<file path="config.mk">
export PLATFORM = sky130hd
export DESIGN_NAME = regfile_dump_reader
export DESIGN_NICKNAME = d
export VERILOG_FILES = /design/src/rtl/regfile_dump_reader.sv
export SDC_FILE = /design/constraint.sdc
export NUM_CORES = 1
export LEC_CHECK = 0
export BUFFER_PORTS_ARGS = -buffer_cell sky130_fd_sc_hd__buf_2
export CAP_MARGIN = 20
export CORE_MARGIN = 4
export CORE_UTILIZATION = 30
export CTS_CLUSTER_DIAMETER = 40
export DETAILED_ROUTE_END_ITERATION = 7
export GPL_ROUTABILITY_DRIVEN = 0
export PLACE_DENSITY_LB_ADDON = 0.3
export REMOVE_ABC_BUFFERS = 1
export SYNTH_ARGS = -nofsm -noshare
export SYNTH_HDL_FRONTEND = slang
export SYNTH_SLANG_ARGS = --single-unit
export TNS_END_PERCENT = 100
</file>
<file path="constraint.sdc">
create_clock -name clk -period 1.9 [get_ports clk]
set_input_delay 0.095 -clock clk [delete_from_list [all_inputs] [get_ports clk]]
set_output_delay 0.095 -clock clk [all_outputs]
set_load 0.05 [all_outputs]
</file>
<file path="src/rtl/regfile_dump_reader.sv">
// Walks a register address range through one regfile read port and streams each word out on valid/ready.
// Optional trailing XOR checksum beat when REGFILE_DUMP_CSUM_EN is defined.
module regfile_dump_reader #(
    parameter int ADDR_W = 5,
    parameter int DATA_W = 32
) (
    input  logic              clk,
    input  logic              rst,
    input  logic              start,
    input  logic [ADDR_W-1:0] first_addr,
    input  logic [ADDR_W-1:0] last_addr,
    output logic [ADDR_W-1:0] rf_addr,
    input  logic [DATA_W-1:0] rf_rdata,
    output logic              m_valid,
    input  logic              m_ready,
    output logic [DATA_W-1:0] m_data,
    output logic [ADDR_W-1:0] m_addr,
    output logic              m_last,
    output logic              busy,
    output logic              done
);

    typedef enum logic [1:0] {
        IDLE,
        LOAD,
        SEND
`ifdef REGFILE_DUMP_CSUM_EN
        , CSUM
`endif
    } state_t;

    state_t            state, state_n;
    logic [ADDR_W-1:0] ptr, ptr_n;
    logic [ADDR_W-1:0] end_ptr, end_ptr_n;
    logic [DATA_W-1:0] data_n;
    logic [ADDR_W-1:0] addr_n;
    logic              valid_n, last_n, busy_n, done_n;
    logic              is_final, is_final_n;
    logic              capture, finish;
`ifdef REGFILE_DUMP_CSUM_EN
    logic [DATA_W-1:0] csum, csum_n;
`endif

    always_ff @(posedge clk or negedge rst) begin
        if (!rst) begin
            state    <= IDLE;
            ptr      <= '0;
            end_ptr  <= '0;
            m_data   <= '0;
            m_addr   <= '0;
            m_valid  <= 1'b0;
            m_last   <= 1'b0;
            is_final <= 1'b0;
            busy     <= 1'b0;
            done     <= 1'b0;
`ifdef REGFILE_DUMP_CSUM_EN
            csum     <= '0;
`endif
        end else begin
            state    <= state_n;
            ptr      <= ptr_n;
            end_ptr  <= end_ptr_n;
            m_data   <= data_n;
            m_addr   <= addr_n;
            m_valid  <= valid_n;
            m_last   <= last_n;
            is_final <= is_final_n;
            busy     <= busy_n;
            done     <= done_n;
`ifdef REGFILE_DUMP_CSUM_EN
            csum     <= csum_n;
`endif
        end
    end

    always_comb begin
        state_n    = state;
        ptr_n      = ptr;
        end_ptr_n  = end_ptr;
        data_n     = m_data;
        addr_n     = m_addr;
        valid_n    = m_valid;
        last_n     = m_last;
        is_final_n = is_final;
        busy_n     = busy;
        done_n     = 1'b0;
        capture    = 1'b0;
        finish     = 1'b0;
        rf_addr    = '0;
`ifdef REGFILE_DUMP_CSUM_EN
        csum_n     = csum;
`endif

        case (state)
            IDLE: begin
                if (start) begin
                    ptr_n     = first_addr;
                    end_ptr_n = last_addr;
                    busy_n    = 1'b1;
`ifdef REGFILE_DUMP_CSUM_EN
                    csum_n    = '0;
`endif
                    state_n   = LOAD;
                end
            end
            LOAD: begin
                rf_addr = ptr;
                capture = 1'b1;
                state_n = SEND;
            end
            SEND: begin
                rf_addr = ptr;
                if (m_valid && m_ready) begin
                    // Back-to-back capture on handshake keeps one beat per clock.
                    if (!is_final) begin
                        capture = 1'b1;
                    end else begin
`ifdef REGFILE_DUMP_CSUM_EN
                        data_n  = csum;
                        addr_n  = '0;
                        last_n  = 1'b1;
                        state_n = CSUM;
`else
                        finish  = 1'b1;
`endif
                    end
                end
            end
`ifdef REGFILE_DUMP_CSUM_EN
            CSUM: begin
                if (m_valid && m_ready) begin
                    finish = 1'b1;
                end
            end
`endif
            default: state_n = IDLE;
        endcase

        if (capture) begin
            data_n     = rf_rdata;
            addr_n     = ptr;
            valid_n    = 1'b1;
            is_final_n = (ptr == end_ptr);
`ifdef REGFILE_DUMP_CSUM_EN
            last_n     = 1'b0;
            csum_n     = csum ^ rf_rdata;
`else
            last_n     = (ptr == end_ptr);
`endif
            ptr_n      = ptr + 1'b1;
        end

        if (finish) begin
            valid_n = 1'b0;
            last_n  = 1'b0;
            busy_n  = 1'b0;
            done_n  = 1'b1;
            state_n = IDLE;
        end
    end

endmodule
</file>
Word-level counts from Yosys, hierarchy flattened
Index checks and enable logic that the tools add are counted.

cells by class
  add/sub/neg operators = 1
  multiply operators = 0
  divide/modulo/power cells = 0
  $lt $le $gt $ge = 0
  equality and inequality tests = 5
  shift-type cells = 0
  multiplexer cells = 21
  bitwise logic cells = 0
  reductions and logical operators = 12

operator list
  kind                                                 number
  two-way mux 5 bit                                    4
  two-way mux 1 bit                                    13
  nonzero test 2 bit                                   5
  AND reduction 2 bit                                  4
  one-hot mux 2 bit (3 select lines)                   1
  adder 5 x 1 -> 5 bit, second input constant          1
  equality test 5 bit                                  1
  two-way mux 2 bit                                    2
  != test 3 bit, second input constant                 1
  equality test 2 x 1 -> 1 bit, second input constant  1
  equality test 2 bit, second input constant           1
  zero test 2 bit                                      1
  != test 2 bit, second input constant                 1
  one-hot mux 1 bit (2 select lines)                   1
  OR reduction 2 bit                                   1
  logical AND 1 bit                                    1

word-level totals
  register bits after elaboration = 54
  latch bits = 0
  RAM bits = 0
  ROM bits = 0
  input port bits = 46
  output and inout port bits = 46
  logic and storage cells = 49
  memories = 0

Depth between registers and ports, before layout
Gate-level depths: netlist (run 1).

  depth after elaboration = 5
  gate-level depth with buffers = 8
  depth with buffers taken out = 6

Worst setup path before layout (run 1)
Ideal clock, no wire load.

  path kind = flip-flop to flip-flop
  start = register m_valid
  end = register ptr[2]
  setup time = 123 ps
  arrival = 1,557 ps
  data required time = 1,777 ps
  slack = 220 ps
  cell stages (with the launch flop) = 5
  buffers on the path = 0
  clock period less this slack = 1,680 ps
  cells stage by stage = dfrtp_1 -> and4b_1 -> o21ai_2 -> mux2_4 -> o221a_1

between the ends
  cells in the longest elaborated chain, start to end = 5
  elaborated cells on any way between the ends = 7
  classes of those cells = mux: 3; reduce/logical: 4

ends and longest elaborated chain
  what                                    line  text
  start, declared                         14    output logic m_valid,
  start signal, assigned                  65    m_valid <= valid_n;
  logical AND 1 bit (*)                   113   if (m_valid && m_ready) begin
  two-way mux 1 bit (*)                   113
  one-hot mux 1 bit (2 select lines) (*)  94    case (state)
  nonzero test 2 bit (no source line)     n/a
  AND reduction 2 bit (no source line)    n/a
  end signal, assigned                    61    ptr <= ptr_n;
  end, declared                           33    logic [ADDR_W-1:0] ptr, ptr_n;

Every way passes the cells marked *; elsewhere a longest branch is shown, timed or not.
A chain may end at the register's enable or synchronous reset.

Worst setup path in the final report (run 1)
  start = register state[0]
  end = register ptr[2]

between the ends
  cells in the longest elaborated chain, start to end = 4
  elaborated cells on any way between the ends = 8
  classes of those cells = eq/ne: 2; mux: 2; reduce/logical: 4

ends and longest elaborated chain
  what                                                                 line  text
  start, declared                                                      32    state_t state, state_n;
  start signal, assigned                                               60    state <= state_n;
  equality test 2 bit or equality test 2 x 1 -> 1 bit (tied branches)  94
  one-hot mux 1 bit (2 select lines)                                   94
  nonzero test 2 bit (no source line)                                  n/a
  AND reduction 2 bit (no source line)                                 n/a

Parallel ways exist; a longest one is shown, timed or not.

==> results_dict.tcl, run 1 <==
set metrics [dict create \
    crit_chain "inv_1 > ha_1 > and4b_2 > o21ai_4 > mux2_4 > o221a_1" \
    overflow 0 \
    synthCells 253 \
    cts_made_buffers 5 \
    synthFlopType "dfrtp_1" \
    rsz0062_at_grt "yes" \
    final_area_um2 3380 \
    cts_buffer_depth 2 \
    clk_pin_slew_ps 90 \
    yosys-top-cells-area "dfrtp_1 59%, nand2_1 22%, ha_1 2.2%" \
    io_buffers 91 \
    avgRoutedWirePerCell_um 12.3 \
    die_area_um2 9080 \
    start_util_pct 31.2 \
    cpMaxStageDelayCell "dfrtp_1" \
    cp_max_fo 5 \
    layout.nets 434 \
    dpl.cell_count 438 \
    slew_headroom_pct 59.9 \
    worstSetupStartpointType "flip-flop" \
    whs_endpoint "ptr[1]$_DFFE_PN0P_" \
    crit_required_ps 2090 \
    cts-root-buf "clkbuf_8" \
    ir_drop_uv 735 \
    first_iter_violations 118 \
    skew_ps 3.15 \
    grt_max_degree 31 \
    drive_gt1_share_pct 28.1 \
    min_path_cells 3 \
    ys_types 27 \
    synth.most_common_cell "nand2_1" \
    final_cells 483 \
    finalMaxSlewViolations 0 \
    final_antenna_net_count 0 \
    end_kind "flip-flop" \
    setup.worst_path.class "reg2reg" \
    cts_tree "done" \
    dr_total_vias 2098 \
    drcViolationCount 0 \
    hold_viol_final 0 \
    area_growth_pct 48.1 \
    cap_violations 0 \
    cp_data_arrival_time_ps 1980 \
    yosysSeqAreaShare_pct 59.1 \
    dp_slack_ps 119 \
    holdWs_ps 46.2 \
    core_um2 7330 \
    min_period_ps 1790 \
    synth_top_area_share_pct 59.1 \
    outcome "complete, no violations" \
    reg2reg_depth 6 \
    slowest_delay_ps 360 \
    n_antenna_cell 0 \
    wirelength_um 5960 \
    dpl.hpwl_um 4110 \
    power_leakage_uw 0.00184 \
    worstHoldStart "first_addr[1]" \
    cts-htree-levels 2 \
    synth_largest_area_cell "dfrtp_1" \
    synth-edff-count 0 \
    period_share_pct 94.3 \
    worst_slew_pin_slew_ps 602 \
    max_freq_mhz 558 \
    via_per_inst 4.34 \
    power-per-cell-area_nw_per_um2 1950 \
    worstHoldPathType "in2reg" \
    antenna_found_initial 0 \
    setup_viol 0 \
    grt_usage_pct 13.6 \
    synth_common_cells "134 x nand2_1, 54 x dfrtp_1, 9 x nand3_1, 6 x and2_1" \
    fin_ws_ps 109 \
    synthArstFlopShare_pct 100 \
    r2r-end "ptr[2]$_DFFE_PN0P_" \
    die_h_um 95.3 \
    grt_first_pass_wirelength_um 9750 \
    die_w_um 95.3 \
    ff2ff_setup_slack_ps 110 \
    post_dp_cell_area_um2 2890 \
    clock_latency_ps 290 \
    drtPass1Iterations 4 \
    synth.avg_cell_area_um2 9.03 \
    rows 31 \
    grt_pass1_vias 2088 \
    ys_ff_latch 54 \
    ios 92 \
    clock-sinks 54 \
    synth_area_um2 2280 \
    r2r_start "state[0]$_DFFE_PN0P_" \
    ys_warn_count 0 \
    post_cts_buffers 0 \
]
-- how the worst max path moves through the flow --
stage | startpoint | endpoint | slack, ps | depth (start not counted)
2_1_floorplan | m_valid$_DFFE_PN0P_ | ptr[2]$_DFFE_PN0P_ | -630 | 4
3_3_place_gp | state[0]$_DFFE_PN0P_ | ptr[2]$_DFFE_PN0P_ | 180 | 6
3_5_place_dp | state[0]$_DFFE_PN0P_ | ptr[4]$_DFFE_PN0P_ | 120 | 7
4_1_cts | state[0]$_DFFE_PN0P_ | ptr[4]$_DFFE_PN0P_ | 100 | 7
5_1_grt | state[0]$_DFFE_PN0P_ | ptr[2]$_DFFE_PN0P_ | -3 | 7
6_report | state[0]$_DFFE_PN0P_ | ptr[2]$_DFFE_PN0P_ | 110 | 6
-- flip-flops by register name, summed over array words and instances, names as in the netlist --
name and cells:
busy 1, ptr 5, m_addr 5, is_final 1, m_valid 1, m_last 1, state 2, end_ptr 5
done 1, m_data 32
-- report_power, final --
group | internal (µW) | leakage [µW] | switching (µW) | total (µW)
logic | 1060 | 0.00111 | 2740 | 3800
clock network | 422 | 0.0000573 | 361 | 783
registers | 1680 | 0.000669 | 347 | 2020
total | 3160 | 0.00184 | 3440 | 6600
-- timing repair --
item | in CTS | in global routing
hold buffers | 38 | 0
setup endpoints to repair | 0 | 3
resized for setup | 0 | 2
endpoints found under the hold margin | 62 | 0
-- kinds of logic (layout without fill, tap and decap cells) --
family,Yosys count,after routing,share of synthesized area [%]
flops,54,54,59.1
simple gates,162,162,29.0
mux,1,1,0.657
compound gates,13,13,3.72
xor+xnor,5,5,1.92
fa+ha+maj,4,4,2.19
buf+inv,14,145,3.40
-- routing by layer --
| layer | wire length [µm] | vias to the layer above | global-route usage [%] |
|---|---|---|---|
| met5 | 0 | - | 0 |
| met3 | 389 | 6 | 3.71 |
| met1 | 2650 | 975 | 16.6 |
| met2 | 2880 | 60 | 24.0 |
| li1 | - | 1057 | - |
| met4 | 48 | 0 | 2.88 |
-- placed cells by master, fill, tap and decap left out, drive strengths merged, types with 2 or more instances in the layout --
cell           n
nand2        134
buf           97
dfrtp         54
dlygate4sd3   38
nand3          9
and2           6
clkbuf         6
nand4          4
ha             4
o21ai          4
inv            3
nor2           3
a21oi          3
xor2           3
or3            2
a31oi          2
xnor2          2
o21a           2
-- critical path, delay by kind of cell, from the launching register on --
kind,cells,cell delay (ps)
AND/OR/NAND/NOR,1,290
multiplexers,1,320
flip-flops,1,360
buffers and inverters,1,70
adder cells (fa/ha/maj),1,250
AO/OA/AOI/OAI,2,410
-- area by class of cell --
type / instances / area [µm²]
fillers: 724 / 3950
flip-flops and latches: 54 / 1350
repair buffers: 135 / 918
multi-input cells: 185 / 866
well taps: 99 / 124
clock buffers: 6 / 82.6
clock inverters: 1 / 30.0
inverters: 3 / 11.3
-- per-stage QoR --
stage               power, µW  util (%)  TNS (ps)
floorplan                4740         -    -10520
global placement         5760      39.4         0
detailed placement       5830      39.4         0
CTS                      6680      46.1         0
global route             7090      46.2     -3.44
finish                   6600      46.2         0
No activity file was read; power rests on OpenSTA's default activity.
==> run 2: changes to the inputs <==
==> constraint.sdc (replaced) <==
create_clock -name clk -period 1.9 [get_ports clk]
set_input_delay 0.38 -clock clk [delete_from_list [all_inputs] [get_ports clk]]
set_output_delay 0.38 -clock clk [all_outputs]
set_load 0.05 [all_outputs]
==> results_dict.tcl, run 2 (synthesis results as in run 1) <==
set metrics [dict create \
    outcome "complete, no violations" \
    cts_buffer_depth 2 \
    ios 92 \
    die_area_um2 9080 \
    die_w_um 95.3 \
    dr_total_vias 1949 \
    max_freq_mhz 537 \
    cp_top_family "flip-flops" \
    final_cells 445 \
    met1Wirelength_um 2410 \
    setup_viol 0 \
    drtPass1Iterations 4 \
    drive_gt1_share_pct 30.9 \
    hold_viol_final 0 \
    wl_met3_um 389 \
    area_growth_pct 30.0 \
    r2r_start "state[0]$_DFFE_PN0P_" \
    min_period_ps 1860 \
    slowest_delay_ps 390 \
    clock-sinks 54 \
    cts_made_buffers 5 \
    cts_hold_buf 0 \
    start_util_pct 31.2 \
    final_antenna_net_count 0 \
    critical_path_buf_inv_count 2 \
    holdWs_ps 52.8 \
    skew_ps 3.46 \
    r2r-end "ptr[2]$_DFFE_PN0P_" \
    grt_usage_pct 12.2 \
    post_cts_buffers 0 \
    core_um2 7330 \
    overflow 0 \
    crit_chain "inv_1 > ha_2 > and2_1 > buf_4" \
    slew_headroom_pct 76.8 \
    avgRoutedWirePerCell_um 12.3 \
    wirelength_um 5490 \
    end_kind "output port" \
    grt_first_pass_wirelength_um 8670 \
    cts-root-buf "clkbuf_8" \
    clock_latency_ps 300 \
    largest_register "m_data" \
    period_share_pct 98.0 \
    cpMaxStageDelayCell "dfrtp_1" \
    dpl.hpwl_um 3980 \
    grt_max_degree 55 \
    via_per_inst 4.38 \
    n_antenna_cell 0 \
    crit_required_ps 1520 \
    antenna_found_initial 0 \
    ff2ff_setup_slack_ps 130 \
    final_cell_mix "134 x nand2_1, 86 x buf_2, 54 x dfrtp_1, 9 x nand3_1, 9 x buf_4" \
    worstHoldPathType "in2async" \
    cts-htree-levels 2 \
    dr.max_layer_used "met3" \
    cp_data_arrival_time_ps 1480 \
    wl_met2_um 2700 \
    drcViolationCount 0 \
    rsz0062_at_grt "yes" \
    setup.worst_path.class "reg2out" \
    cts_tree "done" \
    rows 31 \
    cap_violations 0 \
    first_iter_violations 67 \
    grt_pass1_vias 1877 \
    largest_reg_flops 32 \
    worstSetupStartpointType "flip-flop" \
    worst_slew_pin_slew_ps 347 \
    dpl.cell_count 438 \
    finalMaxSlewViolations 0 \
    clk_pin_slew_ps 90 \
    reg2reg_depth 6 \
    die_h_um 95.3 \
    layout_commonest_cell "nand2_1" \
    setup_tns_ps 0 \
    cp_max_fo 7 \
    io_buffers 91 \
    layout.nets 396 \
]
## run 2: cell type report
type | count | area [µm²]
tap | 99 | 124
timing repair buffer | 97 | 538
clock inverter | 2 | 10.0
clock buffer | 5 | 68.8
inverter | 3 | 11.3
multi-input combinational | 185 | 866
fill | 771 | 4360
sequential | 54 | 1350
## run 2: layer usage
metal	vias up	track usage [%]
li1	975	-
met1	917	15.1
met2	57	21.3
met3	0	3.31
met4	0	2.16
met5	-	0
## run 2: timing repair
item | CTS | global route
hold endpoints to repair | 0 | 0
endpoints found under the setup margin | 5 | 5
gates resized for setup | 6 | 0
## run 2: how the worst max path moves through the flow
| stage | slack, ps | startpoint | endpoint | depth (start not counted) |
|---|---|---|---|---|
| final | 40 | state[0]$_DFFE_PN0P_ | rf_addr[1] | 4 |
| after global routing | -30 | state[0]$_DFFE_PN0P_ | rf_addr[2] | 4 |
| after CTS | 20 | state[0]$_DFFE_PN0P_ | rf_addr[1] | 4 |
| after detailed placement | 140 | state[0]$_DFFE_PN0P_ | ptr[2]$_DFFE_PN0P_ | 6 |
| after global placement | 180 | state[0]$_DFFE_PN0P_ | ptr[2]$_DFFE_PN0P_ | 6 |
| after floorplan | -630 | m_valid$_DFFE_PN0P_ | ptr[2]$_DFFE_PN0P_ | 4 |
## run 2: metrics by stage
step	setup slack [ps]	instance area, µm²	util (%)
floorplan	-628	2220	-
detailed placement	141	2880	39.2
global placement	181	2880	39.2
finish	38.3	2970	40.5
CTS	24.2	2970	40.5
global route	-31.8	2970	40.5
Power of run 2 is left out: the tool's default activity adds up to more than one toggle a clock period on the data nets, which glitch-free logic cannot reach.
